### src/rtl/fetch_unit.sv
// fetch_unit: instruction fetch stage. Owns the PC sequence, issues word
// aligned requests to instruction memory under a credit limit, buffers
// returned words with their PCs in a small FIFO for decode, and discards
// stale responses after a redirect.
module fetch_unit #(
  parameter int unsigned           DATA_WIDTH = 32,
  parameter int unsigned           DEPTH      = 4,
  parameter logic [DATA_WIDTH-1:0] RESET_PC   = '0
) (
  input  logic                  CLK,
  input  logic                  RST,
  output logic                  imem_req_valid,
  output logic [DATA_WIDTH-1:0] imem_req_addr,
  input  logic                  imem_req_ready,
  input  logic                  imem_rsp_valid,
  input  logic [DATA_WIDTH-1:0] imem_rsp_data,
  input  logic                  redirect_valid,
  input  logic [DATA_WIDTH-1:0] redirect_pc,
  output logic                  instr_valid,
  output logic [DATA_WIDTH-1:0] instr,
  output logic [DATA_WIDTH-1:0] instr_pc,
  input  logic                  instr_ready
);

  localparam int unsigned PW = $clog2(DEPTH);
  localparam int unsigned CW = PW + 1;

  typedef enum logic {
    FETCH = 1'b0,
    FLUSH = 1'b1
  } mode_t;

  mode_t mode_q, mode_d;

  logic [DATA_WIDTH-1:0] fetch_pc, fetch_pc_d;
  logic [DATA_WIDTH-1:0] rsp_pc, rsp_pc_d;
  logic [CW-1:0]         outstanding, outstanding_d;
  logic [CW-1:0]         drop_cnt, drop_cnt_d;
  logic [CW-1:0]         count, count_d;
  logic [PW-1:0]         rd_ptr, rd_ptr_d;
  logic [PW-1:0]         wr_ptr, wr_ptr_d;

  logic [DATA_WIDTH-1:0] mem_data [DEPTH];
  logic [DATA_WIDTH-1:0] mem_pc   [DEPTH];

  logic [CW:0]           credit_used;
  logic                  req_fire;
  logic                  discard;
  logic                  push;
  logic                  pop;
  logic [DATA_WIDTH-1:0] redirect_base;
  logic                  unused_redirect_lsbs;

  assign redirect_base        = {redirect_pc[DATA_WIDTH-1:2], 2'b00};
  assign unused_redirect_lsbs = ^redirect_pc[1:0];

  // Mode register: FLUSH while stale responses remain to be dropped.
  always_ff @(posedge CLK or negedge RST) begin
    if (!RST) mode_q <= FETCH;
    else      mode_q <= mode_d;
  end

  // Next mode follows the updated drop counter.
  always_comb begin
    mode_d = (drop_cnt_d != '0) ? FLUSH : FETCH;
  end

  // Handshake outputs and per-cycle events; reset gates the request and
  // delivery valids combinationally so they drop as soon as RST falls.
  always_comb begin
    credit_used    = {1'b0, count} + {1'b0, outstanding};
    imem_req_valid = RST && !redirect_valid && (credit_used < (CW+1)'(DEPTH));
    imem_req_addr  = fetch_pc;
    req_fire       = imem_req_valid && imem_req_ready;
    discard        = (mode_q == FLUSH) || redirect_valid;
    push           = imem_rsp_valid && !discard;
    instr_valid    = RST && !redirect_valid && (count != '0);
    pop            = instr_valid && instr_ready;
    instr          = mem_data[rd_ptr];
    instr_pc       = mem_pc[rd_ptr];
  end

  // Next-state datapath: PCs, credit/drop counters, FIFO occupancy.
  always_comb begin
    fetch_pc_d    = fetch_pc;
    rsp_pc_d      = rsp_pc;
    outstanding_d = outstanding + CW'(req_fire) - CW'(imem_rsp_valid);
    drop_cnt_d    = drop_cnt;
    count_d       = count;
    rd_ptr_d      = rd_ptr;
    wr_ptr_d      = wr_ptr;
    if (redirect_valid) begin
      // Every fetch still in flight (minus the one returning now, which is
      // discarded directly) belongs to a stale path; this also absorbs any
      // drop count left over from an earlier redirect.
      fetch_pc_d = redirect_base;
      rsp_pc_d   = redirect_base;
      drop_cnt_d = outstanding - CW'(imem_rsp_valid);
      count_d    = '0;
      rd_ptr_d   = '0;
      wr_ptr_d   = '0;
    end else begin
      if (req_fire) fetch_pc_d = fetch_pc + DATA_WIDTH'(4);
      if (push)     rsp_pc_d   = rsp_pc + DATA_WIDTH'(4);
      if (imem_rsp_valid && (drop_cnt != '0)) drop_cnt_d = drop_cnt - CW'(1);
      count_d  = count + CW'(push) - CW'(pop);
      wr_ptr_d = wr_ptr + PW'(push);
      rd_ptr_d = rd_ptr + PW'(pop);
    end
  end

  // Control state registers.
  always_ff @(posedge CLK or negedge RST) begin
    if (!RST) begin
      fetch_pc    <= RESET_PC;
      rsp_pc      <= RESET_PC;
      outstanding <= '0;
      drop_cnt    <= '0;
      count       <= '0;
      rd_ptr      <= '0;
      wr_ptr      <= '0;
    end else begin
      fetch_pc    <= fetch_pc_d;
      rsp_pc      <= rsp_pc_d;
      outstanding <= outstanding_d;
      drop_cnt    <= drop_cnt_d;
      count       <= count_d;
      rd_ptr      <= rd_ptr_d;
      wr_ptr      <= wr_ptr_d;
    end
  end

  // FIFO storage: kept responses written with their PC.
  always_ff @(posedge CLK) begin
    if (push) begin
      mem_data[wr_ptr] <= imem_rsp_data;
      mem_pc[wr_ptr]   <= rsp_pc;
    end
  end

endmodule

### config.mk
export PLATFORM = sky130hd
export DESIGN_NAME = fetch_unit
export DESIGN_NICKNAME = d
export VERILOG_FILES = /design/src/rtl/fetch_unit.sv
export SDC_FILE = /design/constraint.sdc
export NUM_CORES = 1
export LEC_CHECK = 0
export CAP_MARGIN = 20
export CORE_UTILIZATION = 50
export DETAILED_ROUTE_END_ITERATION = 6
export GPL_TIMING_DRIVEN = 0
export PLACE_DENSITY = 0.74
export SETUP_SLACK_MARGIN = 0.2
export SYNTH_ARGS = -nofsm -noshare
export SYNTH_HDL_FRONTEND = slang
export SYNTH_SLANG_ARGS = --single-unit
### constraint.sdc
create_clock -name CLK -period 6.2 [get_ports CLK]
set_input_delay 1.24 -clock CLK [delete_from_list [all_inputs] [get_ports CLK]]
set_output_delay 1.24 -clock CLK [all_outputs]
set_load 0.005 [all_outputs]
==> results of run 1 <==
-- flip-flops by register name, summed over array words and instances, names as in the netlist, 3 cells and up --
| signal | flops |
|---|---|
| rsp_pc | 30 |
| imem_req_addr | 30 |
| mem_data | 128 |
| drop_cnt | 3 |
| mem_pc | 120 |
| count | 3 |
| outstanding | 3 |
-- area by class of cell --
class                   count  area, µm²
inverters                  20       75.1
clock buffers              47        993
clock inverters            15        121
repair buffers            173       1870
well taps                 330        413
flip-flops and latches    322       9300
fillers                  1706       8910
plain buffers              32        135
multi-input cells         407       3650
-- per-layer routing --
metal  vias up  track usage, %  part of all wire (%)
li1       3481               -                     -
met1      3865            31.6                    44
met2       377            34.8                    47
met3        38            3.96                   8.0
met4         0            5.30                   1.5
met5         -               0                     0
-- placed cells by master (no fill, tap or decap), types with 8 or more instances in the layout --
master                            instances
sky130_fd_sc_hd__clkinv_2                10
sky130_fd_sc_hd__xnor2_1                 20
sky130_fd_sc_hd__xor2_1                  22
sky130_fd_sc_hd__nor3_1                   8
sky130_fd_sc_hd__clkbuf_1                27
sky130_fd_sc_hd__buf_1                    8
sky130_fd_sc_hd__nand3_1                 31
sky130_fd_sc_hd__o21ai_0                 31
sky130_fd_sc_hd__clkbuf_16               37
sky130_fd_sc_hd__nand4_1                 26
sky130_fd_sc_hd__o211ai_1                11
sky130_fd_sc_hd__dfrtp_1                 74
sky130_fd_sc_hd__nor2_1                  33
sky130_fd_sc_hd__mux4_2                  62
sky130_fd_sc_hd__inv_1                   20
sky130_fd_sc_hd__clkdlybuf4s50_1        160
sky130_fd_sc_hd__nand2_1                 55
sky130_fd_sc_hd__edfxtp_1               248
sky130_fd_sc_hd__ha_1                    14
sky130_fd_sc_hd__a21oi_1                  9
sky130_fd_sc_hd__mux2_2                   9
-- report_power, final --
group / switching [mW] / leakage [nW] / internal, mW
sequential: 0.126 / 3.13 / 2.46
combinational: 0.268 / 1.90 / 0.335
clock: 0.790 / 0.558 / 1.20
total: 1.18 / 5.59 / 4.00
-- cell families (layout without fill, tap and decap cells) --
logic type                 after synthesis  count (layout)
DFF                                    322             322
and+or+nand+nor                        200             200
muxes                                   73              73
AOI/OAI and AO/OA                       72              72
buffers and inverters                   52             287
xor gates and xnor gates                42              42
adders and majority gates               16              16
other                                    1               4
-- worst register-to-register path: stages, from the launching register on --
cell                       delay, ns
sky130_fd_sc_hd__dfrtp_1        0.44
sky130_fd_sc_hd__ha_1           0.30
sky130_fd_sc_hd__nand3_1        0.07
sky130_fd_sc_hd__and4_1         0.29
sky130_fd_sc_hd__inv_1          0.11
sky130_fd_sc_hd__clkbuf_1       0.35
sky130_fd_sc_hd__clkbuf_1       0.47
sky130_fd_sc_hd__ha_1           0.33
sky130_fd_sc_hd__inv_1          0.05
sky130_fd_sc_hd__ha_1           0.13
sky130_fd_sc_hd__inv_1          0.05
sky130_fd_sc_hd__fa_1           0.37
sky130_fd_sc_hd__xnor2_1        0.14
sky130_fd_sc_hd__xnor2_1        0.12
-- final timing paths --
| check | from | to | slack (ns) | cells after the start |
|---|---|---|---|---|
| max | rd_ptr[0] | instr_pc[11] | 1.73 | 4 |
| min | outstanding[0] | outstanding[0] | 0.56 | 1 |
| max reg2reg | outstanding[1] | outstanding[2] | 2.85 | 13 |
| min reg2reg | outstanding[0] | outstanding[0] | 0.56 | 1 |
| max in group asynchronous | RST | rsp_pc[11] | 4.95 | 2 |
| min in group asynchronous | RST | imem_req_addr[8] | 0.68 | 1 |
==> impl_metrics.tcl, run 1 <==
set metrics [dict create \
    antenna_violating_nets_post_route 0 \
    fp.dieW_um 164 \
    drt_first_pass_iters 5 \
    post_cts_resized 0 \
    synth_seq_area_share_pct 70.9 \
    place.port_buffers 161 \
    fin_skew_ns 0.0154 \
    p_leak_nw 5.59 \
    clkTransAtPathRegs_ns 0.06 \
    slowest_delay_ns 0.76 \
    finalWirelength_um 28600 \
    initialDrtViolationCount 632 \
    path_max_fanout 10 \
    wl_per_cell_um 21.2 \
    setup_repair_after_global_routing_missed_its_margin "false" \
    finish.net_count 1076 \
    totalNegativeSetupSlack_ns 0 \
    synth-adder-area-share_pct 1.64 \
    timing.fmax_mhz 224 \
    cts.sinks 322 \
    ios 168 \
    globalplace.congestion 0.903 \
    period_share_pct 72.0 \
    synth_edf_count 248 \
    cts.htree.levels 2 \
    post-synth-top-count-cell "sky130_fd_sc_hd__edfxtp_1" \
    ctsRootBufferMaster "sky130_fd_sc_hd__clkbuf_16" \
    synth-main-ff-cell "sky130_fd_sc_hd__edfxtp_1" \
    final-max-slew-violation-count 0 \
    finalWorstPathRequiredPeriod_ns 4.47 \
    max_cap_violations 0 \
    dpl-instance-area_um2 15400 \
    fin_cells 1346 \
    async_flop_share_pct 23.0 \
    fraction_of_layout_instances_using_a_drive_strength_above_1_pct 15.2 \
    sum_of_net_half_perimeters_after_detailed_placement_um 19400 \
    post_synth.cell_area_avg_um2 16.9 \
    timing.critical_path.to_type "output pin" \
    timing.critical_path.cells "clkbuf_1 -> buf_1 -> mux4_2 -> clkdlybuf4s50_1" \
    fin_util_pct 65.0 \
    synth_top_family_by_area "multiplexers" \
    detail_route.drc_violations 0 \
    grt_max_degree 50 \
    area_delta_synth_final_pct 26.3 \
    hold_ws_ns 0.556 \
    vias 7761 \
    hold_violations 0 \
    yosys.area_share.simple_pct 7.89 \
    yosys-top-cells-area "sky130_fd_sc_hd__edfxtp_1, sky130_fd_sc_hd__dfrtp_1, sky130_fd_sc_hd__mux4_2" \
    die-area_um2 26900 \
    start_util_pct 51.5 \
    placement_rows 58 \
    power.ir.vdd_worst_uv 232 \
    number_of_antenna_violations_at_the_first_check_in_global_routing 0 \
    critPathRequiredTime_ns 4.96 \
    outcome "complete, no violations" \
    number_of_global_route_vias_before_repair 7750 \
    hold_path.class "reg -> reg" \
    die_h_um 164 \
    timing.final.ws_setup_ns 1.73 \
    setup.worst_path.start_class "flop" \
    power.total_mw 5.18 \
    grt_overflow_total 0 \
    tritoncts.num_buffers 34 \
    cp.buffers_inverters 3 \
    netlist.top_cell.by_area "sky130_fd_sc_hd__edfxtp_1" \
    cts-root-to-sink-buffers 3 \
    cts_tree "built" \
    clk_latency_ns 0.50 \
    pre_cts_ws_ns 1.67 \
    synth_compound_gate_area_share_pct 3.52 \
    place_inst 1284 \
    worst-slew-pin-transition_ns 1.03 \
    path_class "reg -> out" \
    ys_warn_count 0 \
    synthXorXnorAreaFrac_pct 2.81 \
    cell_area_after_synthesis_um2 13100 \
    track_usage_pct 21.9 \
    insertedDiodeCount 0 \
    yosys-top-cells-count "sky130_fd_sc_hd__edfxtp_1, sky130_fd_sc_hd__dfrtp_1, sky130_fd_sc_hd__mux4_2" \
    cts_setup_buffers 0 \
    netlist_instances 778 \
    cts.hold.buffers_added 0 \
    setup_failing_eps_final 0 \
    grt_pass1_wl_um 44100 \
    via_per_inst 5.77 \
    worst_path_dominant_cell_family "buffers and inverters" \
    synth_mux_area_share_pct 11.6 \
    core_area_um2 25500 \
    netlist-cell-type-count 53 \
    slew_headroom_pct 30.6 \
    power_density_nw_per_um2 313 \
    yosys.area.top_type_share_pct 56.8 \
    cp_slowest_cell "sky130_fd_sc_hd__buf_1" \
    cp_data_arrival_time_ns 3.23 \
    postSynthRegisterBits 322 \
    stdcell_area_um2 16600 \
]
Note: power is estimated with default switching activity, not from simulation.
==> inputs of run 2 (changes only) <==
--- a/config.mk
+++ b/config.mk
@@ -9,7 +9,7 @@
 export CORE_UTILIZATION = 50
 export DETAILED_ROUTE_END_ITERATION = 6
 export GPL_TIMING_DRIVEN = 0
-export PLACE_DENSITY = 0.74
+export PLACE_DENSITY = 0.71
 export SETUP_SLACK_MARGIN = 0.2
 export SYNTH_ARGS = -nofsm -noshare
 export SYNTH_HDL_FRONTEND = slang
==> constraint.sdc (replaced) <==
create_clock -name CLK -period 4.2 [get_ports CLK]
set_input_delay 0.84 -clock CLK [delete_from_list [all_inputs] [get_ports CLK]]
set_output_delay 0.84 -clock CLK [all_outputs]
set_load 0.005 [all_outputs]
==> run 2 against run 1 <==
Combinational power rose by 50%. Sequential cell count did not move. Core utilization rose by 0.074 points. Register-to-register slack got worse by 2.1 ns. Power rose by 46%. Final cell count fell by 0.15%. Sequential power rose by 47%. Design area rose by 0.11%.
==> impl_metrics.tcl, run 2 (synthesis gave the netlist of run 1 again) <==
set metrics [dict create \
    dpl-instance-area_um2 15500 \
    detail_route.drc_violations 0 \
    number_of_antenna_violations_at_the_first_check_in_global_routing 0 \
    setup_repair_after_global_routing_missed_its_margin "false" \
    fillerInstances 1763 \
    critical_path.startpoint "rd_ptr[1]" \
    cts_tree "built" \
    cts.htree.levels 1 \
    pre_cts_ws_ns 0.0772 \
    ios 168 \
    setup_failing_eps_final 0 \
    slew_headroom_pct 33.0 \
    fin_skew_ns 0.0171 \
    cp_slowest_cell "sky130_fd_sc_hd__clkbuf_1" \
    wl_per_cell_um 21.6 \
    highest_count_cells_in_the_layout_ignoring_fill_and_taps "sky130_fd_sc_hd__edfxtp_1, sky130_fd_sc_hd__clkdlybuf4s50_1, sky130_fd_sc_hd__dfrtp_1" \
    timing.rr.start "count[1]" \
    cp_data_arrival_time_ns 2.90 \
    via_per_inst 5.76 \
    setup.worst_path.start_class "flop" \
    largest_register_ffs 128 \
    cts_setup_buffers 0 \
    placement_rows 58 \
    path_class "reg -> out" \
    worst-slew-pin-transition_ns 0.997 \
    grt_pass1_wl_um 44000 \
    power_density_nw_per_um2 456 \
    drt_first_pass_iters 7 \
    globalplace.congestion 0.885 \
    die_h_um 164 \
    vias 7738 \
    fp.dieW_um 164 \
    final_common_cell "sky130_fd_sc_hd__edfxtp_1" \
    tritoncts.num_buffers 31 \
    worst_path_dominant_cell_family "buffers and inverters" \
    finish.net_count 1076 \
    fraction_of_layout_instances_using_a_drive_strength_above_1_pct 15.9 \
    hold_violations 0 \
    antenna_violating_nets_post_route 0 \
    p_leak_nw 5.59 \
    ctsRootBufferMaster "sky130_fd_sc_hd__clkbuf_16" \
    timing.critical_path.cells "clkbuf_1 -> clkbuf_1 -> mux4_2 -> clkdlybuf4s50_1" \
    final-max-slew-violation-count 0 \
    core_area_um2 25500 \
    grt_overflow_total 0 \
    start_util_pct 51.5 \
    timing.critical_path.to_type "output pin" \
    cts-root-to-sink-buffers 3 \
    initialDrtViolationCount 611 \
    outcome "complete, no violations" \
    post_cts_resized 12 \
    hold_ws_ns 0.169 \
    finalWirelength_um 29000 \
    insertedDiodeCount 0 \
    grt_max_degree 58 \
    clk_latency_ns 0.55 \
    slowest_delay_ns 0.70 \
    power.total_mw 7.56 \
    number_of_global_route_vias_before_repair 7685 \
    critical_path.most_common_cell "sky130_fd_sc_hd__clkbuf_1" \
    die-area_um2 26900 \
    hold_path.class "in -> async" \
    power.ir.vdd_worst_uv 314 \
    timing.final.ws_setup_ns 0.456 \
    place_inst 1286 \
    area_delta_synth_final_pct 26.4 \
    sum_of_net_half_perimeters_after_detailed_placement_um 19800 \
    clkTransAtPathRegs_ns 0.06 \
    cts.hold.buffers_added 0 \
    cp.buffers_inverters 3 \
    path_max_fanout 10 \
    track_usage_pct 21.9 \
    stdcell_area_um2 16600 \
    period_share_pct 89.1 \
    timing.fmax_mhz 267 \
    largest_registers "mem_data (128), mem_pc (120)" \
    max_cap_violations 0 \
    fin_cells 1344 \
    cts.sinks 322 \
    critPathRequiredTime_ns 3.36 \
    place.port_buffers 161 \
    finalWorstPathRequiredPeriod_ns 3.74 \
    max_flop_register "mem_data" \
]
==> run 2: cell types whose count changed in the layout (fill, tap and decap cells not counted), moves of 2 or more <==
| cell | change |
|---|---|
| sky130_fd_sc_hd__clkinv_1 | -3 |
| sky130_fd_sc_hd__clkdlybuf4s15_2 | +5 |
| sky130_fd_sc_hd__buf_8 | +2 |
| sky130_fd_sc_hd__clkinv_2 | -6 |
| sky130_fd_sc_hd__inv_4 | +2 |
| sky130_fd_sc_hd__buf_1 | -6 |
| sky130_fd_sc_hd__buf_2 | +2 |
| sky130_fd_sc_hd__clkbuf_16 | -2 |
| sky130_fd_sc_hd__clkinvlp_4 | +2 |
==> run 2: worst reg2reg max path, cell delays in order (launching register included) <==
cell	delay [ns]
sky130_fd_sc_hd__dfrtp_1	0.45
sky130_fd_sc_hd__ha_1	0.31
sky130_fd_sc_hd__nand3_1	0.09
sky130_fd_sc_hd__and4_1	0.28
sky130_fd_sc_hd__inv_1	0.10
sky130_fd_sc_hd__clkbuf_1	0.41
sky130_fd_sc_hd__clkbuf_1	0.49
sky130_fd_sc_hd__ha_1	0.34
sky130_fd_sc_hd__inv_1	0.05
sky130_fd_sc_hd__ha_1	0.12
sky130_fd_sc_hd__inv_1	0.04
sky130_fd_sc_hd__fa_1	0.37
sky130_fd_sc_hd__xnor2_1	0.18
sky130_fd_sc_hd__xnor2_1	0.15
==> run 2: cell type report <==
| class | count | area [µm²] | area share, % |
|---|---|---|---|
| inverters | 20 | 75.1 | 0.453 |
| clock buffers | 47 | 961 | 5.80 |
| clock inverters | 10 | 108 | 0.649 |
| plain buffers | 32 | 180 | 1.09 |
| multi-input cells | 407 | 3650 | 22.0 |
| repair buffers | 176 | 1890 | 11.4 |
| flip-flops and latches | 322 | 9300 | 56.1 |
| well taps | 330 | 413 | 2.49 |
==> run 2: where the power goes <==
group / total (mW) / internal (mW) / switching, mW
clock network: 2.84 / 1.70 / 1.14
registers: 3.82 / 3.63 / 0.187
logic: 0.902 / 0.500 / 0.402
==> run 2: worst paths after layout <==
path	to	slack, ns	depth (start not counted)
hold reg to reg	outstanding[0]	0.57	1
hold / removal	imem_req_addr[29]	0.17	1
min in group CLK	outstanding[0]	0.57	1
setup reg to reg	outstanding[2]	0.74	13
setup / recovery	instr_pc[27]	0.46	4
max in group asynchronous	drop_cnt[1]	3.43	2
==> run 2: through the flow <==
stage          TNS (ns)  utilization [%]
6_report              0             65.1
5_1_grt               0             65.1
4_1_cts               0             65.1
3_5_place_dp          0             60.7
3_3_place_gp    -362.07             59.6
2_1_floorplan         0                -
==> run 2: layer usage <==
layer / track usage (%) / share of wire, %
met1: 30.1 / 43
met2: 36.2 / 49
met3: 4.37 / 6.9
met4: 5.22 / 1.5
met5: 0 / 0
==> inputs of run 3 (changes only) <==
--- a/config.mk
+++ b/config.mk
@@ -9,7 +9,7 @@
 export CORE_UTILIZATION = 50
 export DETAILED_ROUTE_END_ITERATION = 6
 export GPL_TIMING_DRIVEN = 0
-export PLACE_DENSITY = 0.71
+export PLACE_DENSITY = 0.74
 export SETUP_SLACK_MARGIN = 0.2
 export SYNTH_ARGS = -nofsm -noshare
 export SYNTH_HDL_FRONTEND = slang
==> constraint.sdc (replaced) <==
create_clock -name CLK -period 3.2 [get_ports CLK]
set_input_delay 0.64 -clock CLK [delete_from_list [all_inputs] [get_ports CLK]]
set_output_delay 0.64 -clock CLK [all_outputs]
set_load 0.005 [all_outputs]
==> run 3 against run 2 <==
First-iteration DRC count grew 2.1%. Clock power grew 37%. Die area is the same. Non-clock buffer count shrank 1. Sequential share of layout area shrank 0.51 points. Clock skew shrank 0.0051 ns. Core utilization grew 0.60 points. Critical path type unchanged. Largest cell class unchanged. Largest power group unchanged.
==> impl_metrics.tcl, run 3 (synthesis gave the netlist of run 1 again) <==
set metrics [dict create \
    max_flop_register "mem_data" \
    critical_path.startpoint "rd_ptr[0]" \
    setup.worst_path.start_class "flop" \
    hold_ws_ns 0.108 \
    worstRegToRegCells 13 \
    max_cap_violations 0 \
    die-area_um2 26900 \
    path_max_fanout 10 \
    ctsRootBufferMaster "sky130_fd_sc_hd__clkbuf_16" \
    setup_failing_eps_final 0 \
    period_share_pct 91.9 \
    place.port_buffers 161 \
    groute.layer.met1.usage_pct 30.3 \
    p_sw_share_pct 22.9 \
    finalWorstPathRequiredPeriod_ns 2.94 \
    hold_violations 0 \
    fin_skew_ns 0.0120 \
    tritoncts.num_buffers 34 \
    cp_slowest_cell "sky130_fd_sc_hd__mux4_2" \
    antenna_violating_nets_post_route 0 \
    start_util_pct 51.5 \
    path_class "reg -> out" \
    clkTransAtPathRegs_ns 0.06 \
    grt_max_degree 43 \
    slew_headroom_pct 24.4 \
    clk_latency_ns 0.50 \
    worst-slew-pin-transition_ns 1.12 \
    power_density_nw_per_um2 603 \
    via_per_inst 5.81 \
    global_route.usage.met2_pct 35.7 \
    fillerInstances 1745 \
    timing.critical_path.to_type "output pin" \
    cts.hold.buffers_added 0 \
    power.ir.vdd_worst_uv 573 \
    grt_use_met3_pct 4.90 \
    die_h_um 164 \
    dpl-instance-area_um2 15500 \
    sum_of_net_half_perimeters_after_detailed_placement_um 19600 \
    drt_first_pass_iters 5 \
    globalplace.congestion 0.916 \
    outcome "complete, no violations" \
    sequential_group_share_of_total_power_pct 49.7 \
    switchingPower_mw 2.31 \
    core_area_um2 25500 \
    initialDrtViolationCount 624 \
    final-max-slew-violation-count 0 \
    timing.critical_path.cells "clkbuf_16 -> buf_12 -> mux4_2 -> clkdlybuf4s50_1" \
    number_of_antenna_violations_at_the_first_check_in_global_routing 2 \
    fp.dieW_um 164 \
    cts.sinks 322 \
    ios 168 \
    busiest_layer "met2" \
    stdcell_area_um2 16700 \
    track_usage_pct 22.2 \
    placement_rows 58 \
    crit_reg_reg_endpoint "outstanding[2]" \
    detail_route.drc_violations 0 \
    vias 7815 \
    slowest_delay_ns 0.51 \
    grt_pass1_wl_um 44400 \
    cellInternalPower_mw 7.78 \
    fin_util_pct 65.7 \
    largest_register_ffs 128 \
    area_delta_synth_final_pct 27.6 \
    grt_overflow_total 0 \
    critPathRequiredTime_ns 2.56 \
    hold_path.class "in -> async" \
    cts.htree.levels 2 \
    cp_data_arrival_time_ns 2.30 \
    wl_per_cell_um 21.8 \
    final_common_cell "sky130_fd_sc_hd__edfxtp_1" \
    insertedDiodeCount 0 \
    p_leak_nw 5.73 \
    cts_tree "built" \
    finalWirelength_um 29300 \
    finish.net_count 1078 \
    timing.fmax_mhz 340 \
    largest_registers "mem_data (128), mem_pc (120)" \
    cts-root-to-sink-buffers 3 \
    highest_count_cells_in_the_layout_ignoring_fill_and_taps "sky130_fd_sc_hd__edfxtp_1, sky130_fd_sc_hd__clkdlybuf4s50_1, sky130_fd_sc_hd__dfrtp_1" \
    r2r_slack_ns 0.32 \
    fraction_of_layout_instances_using_a_drive_strength_above_1_pct 17.1 \
    setup_repair_after_global_routing_missed_its_margin "true" \
    timing.rr.start "outstanding[2]" \
    number_of_global_route_vias_before_repair 7921 \
    comb_power_share_pct 11.9 \
    power.clock.fraction_pct 38.4 \
]
-- run 3: power groups by stage --
stage	clock network, mW	registers [mW]	logic, mW
after floorplan	0	5.02	0.601
after global placement	0	5.08	1.12
after detailed placement	0	5.09	1.17
after CTS	3.93	5.01	1.21
after global routing	4.10	5.04	1.31
final	3.88	5.01	1.20
-- run 3: routing by layer --
metal,wire [µm],up-vias,share of wire [%]
met5,27,-,0.092
met4,684,4,2.3
met3,2210,53,7.5
met2,14000,367,48
met1,12300,3899,42
li1,-,3492,-
-- run 3: how the worst max path moves through the flow --
stage                                end  slack, ns  cells after the start
after floorplan           mem_data[2][0]       0.19                      4
after global placement    outstanding[2]      -3.30                     13
after detailed placement  outstanding[2]      -0.78                     13
after CTS                   instr_pc[22]       0.20                      4
after global routing      outstanding[2]       0.18                     13
final                       instr_pc[10]       0.26                      4
-- run 3: stage by stage --
step	power (mW)	setup TNS, ns	std cells	setup slack, ns
floorplan	5.62	0	781	0.187
CTS	10.1	0	1345	0.197
global route	10.5	0	1346	0.183
global placement	6.20	-596.44	1272	-3.30
detailed placement	6.26	-16.82	1284	-0.781
finish	10.1	0	1346	0.260
-- run 3: layout make-up --
cell class              count  area, µm²  share of cell area [%]
plain buffers              32        285                    1.71
clock buffers              47        962                    5.75
clock inverters            13        139                   0.830
inverters                  20       75.1                   0.449
multi-input cells         407       3670                    21.9
flip-flops and latches    322       9300                    55.6
well taps                 330        413                    2.47
repair buffers            175       1890                    11.3
-- run 3: what timing repair did --
item | in CTS | in global routing
pin swaps | 0 | 3
setup endpoints to repair | 64 | 34
buffers inserted | 1 | 1
resized for setup | 62 | 16
-- run 3: critical path, delay by kind of cell, from the launching register on --
kind     cells  cell delay, ns
buf+inv      3            0.88
mux          1            0.51
flops        1            0.41
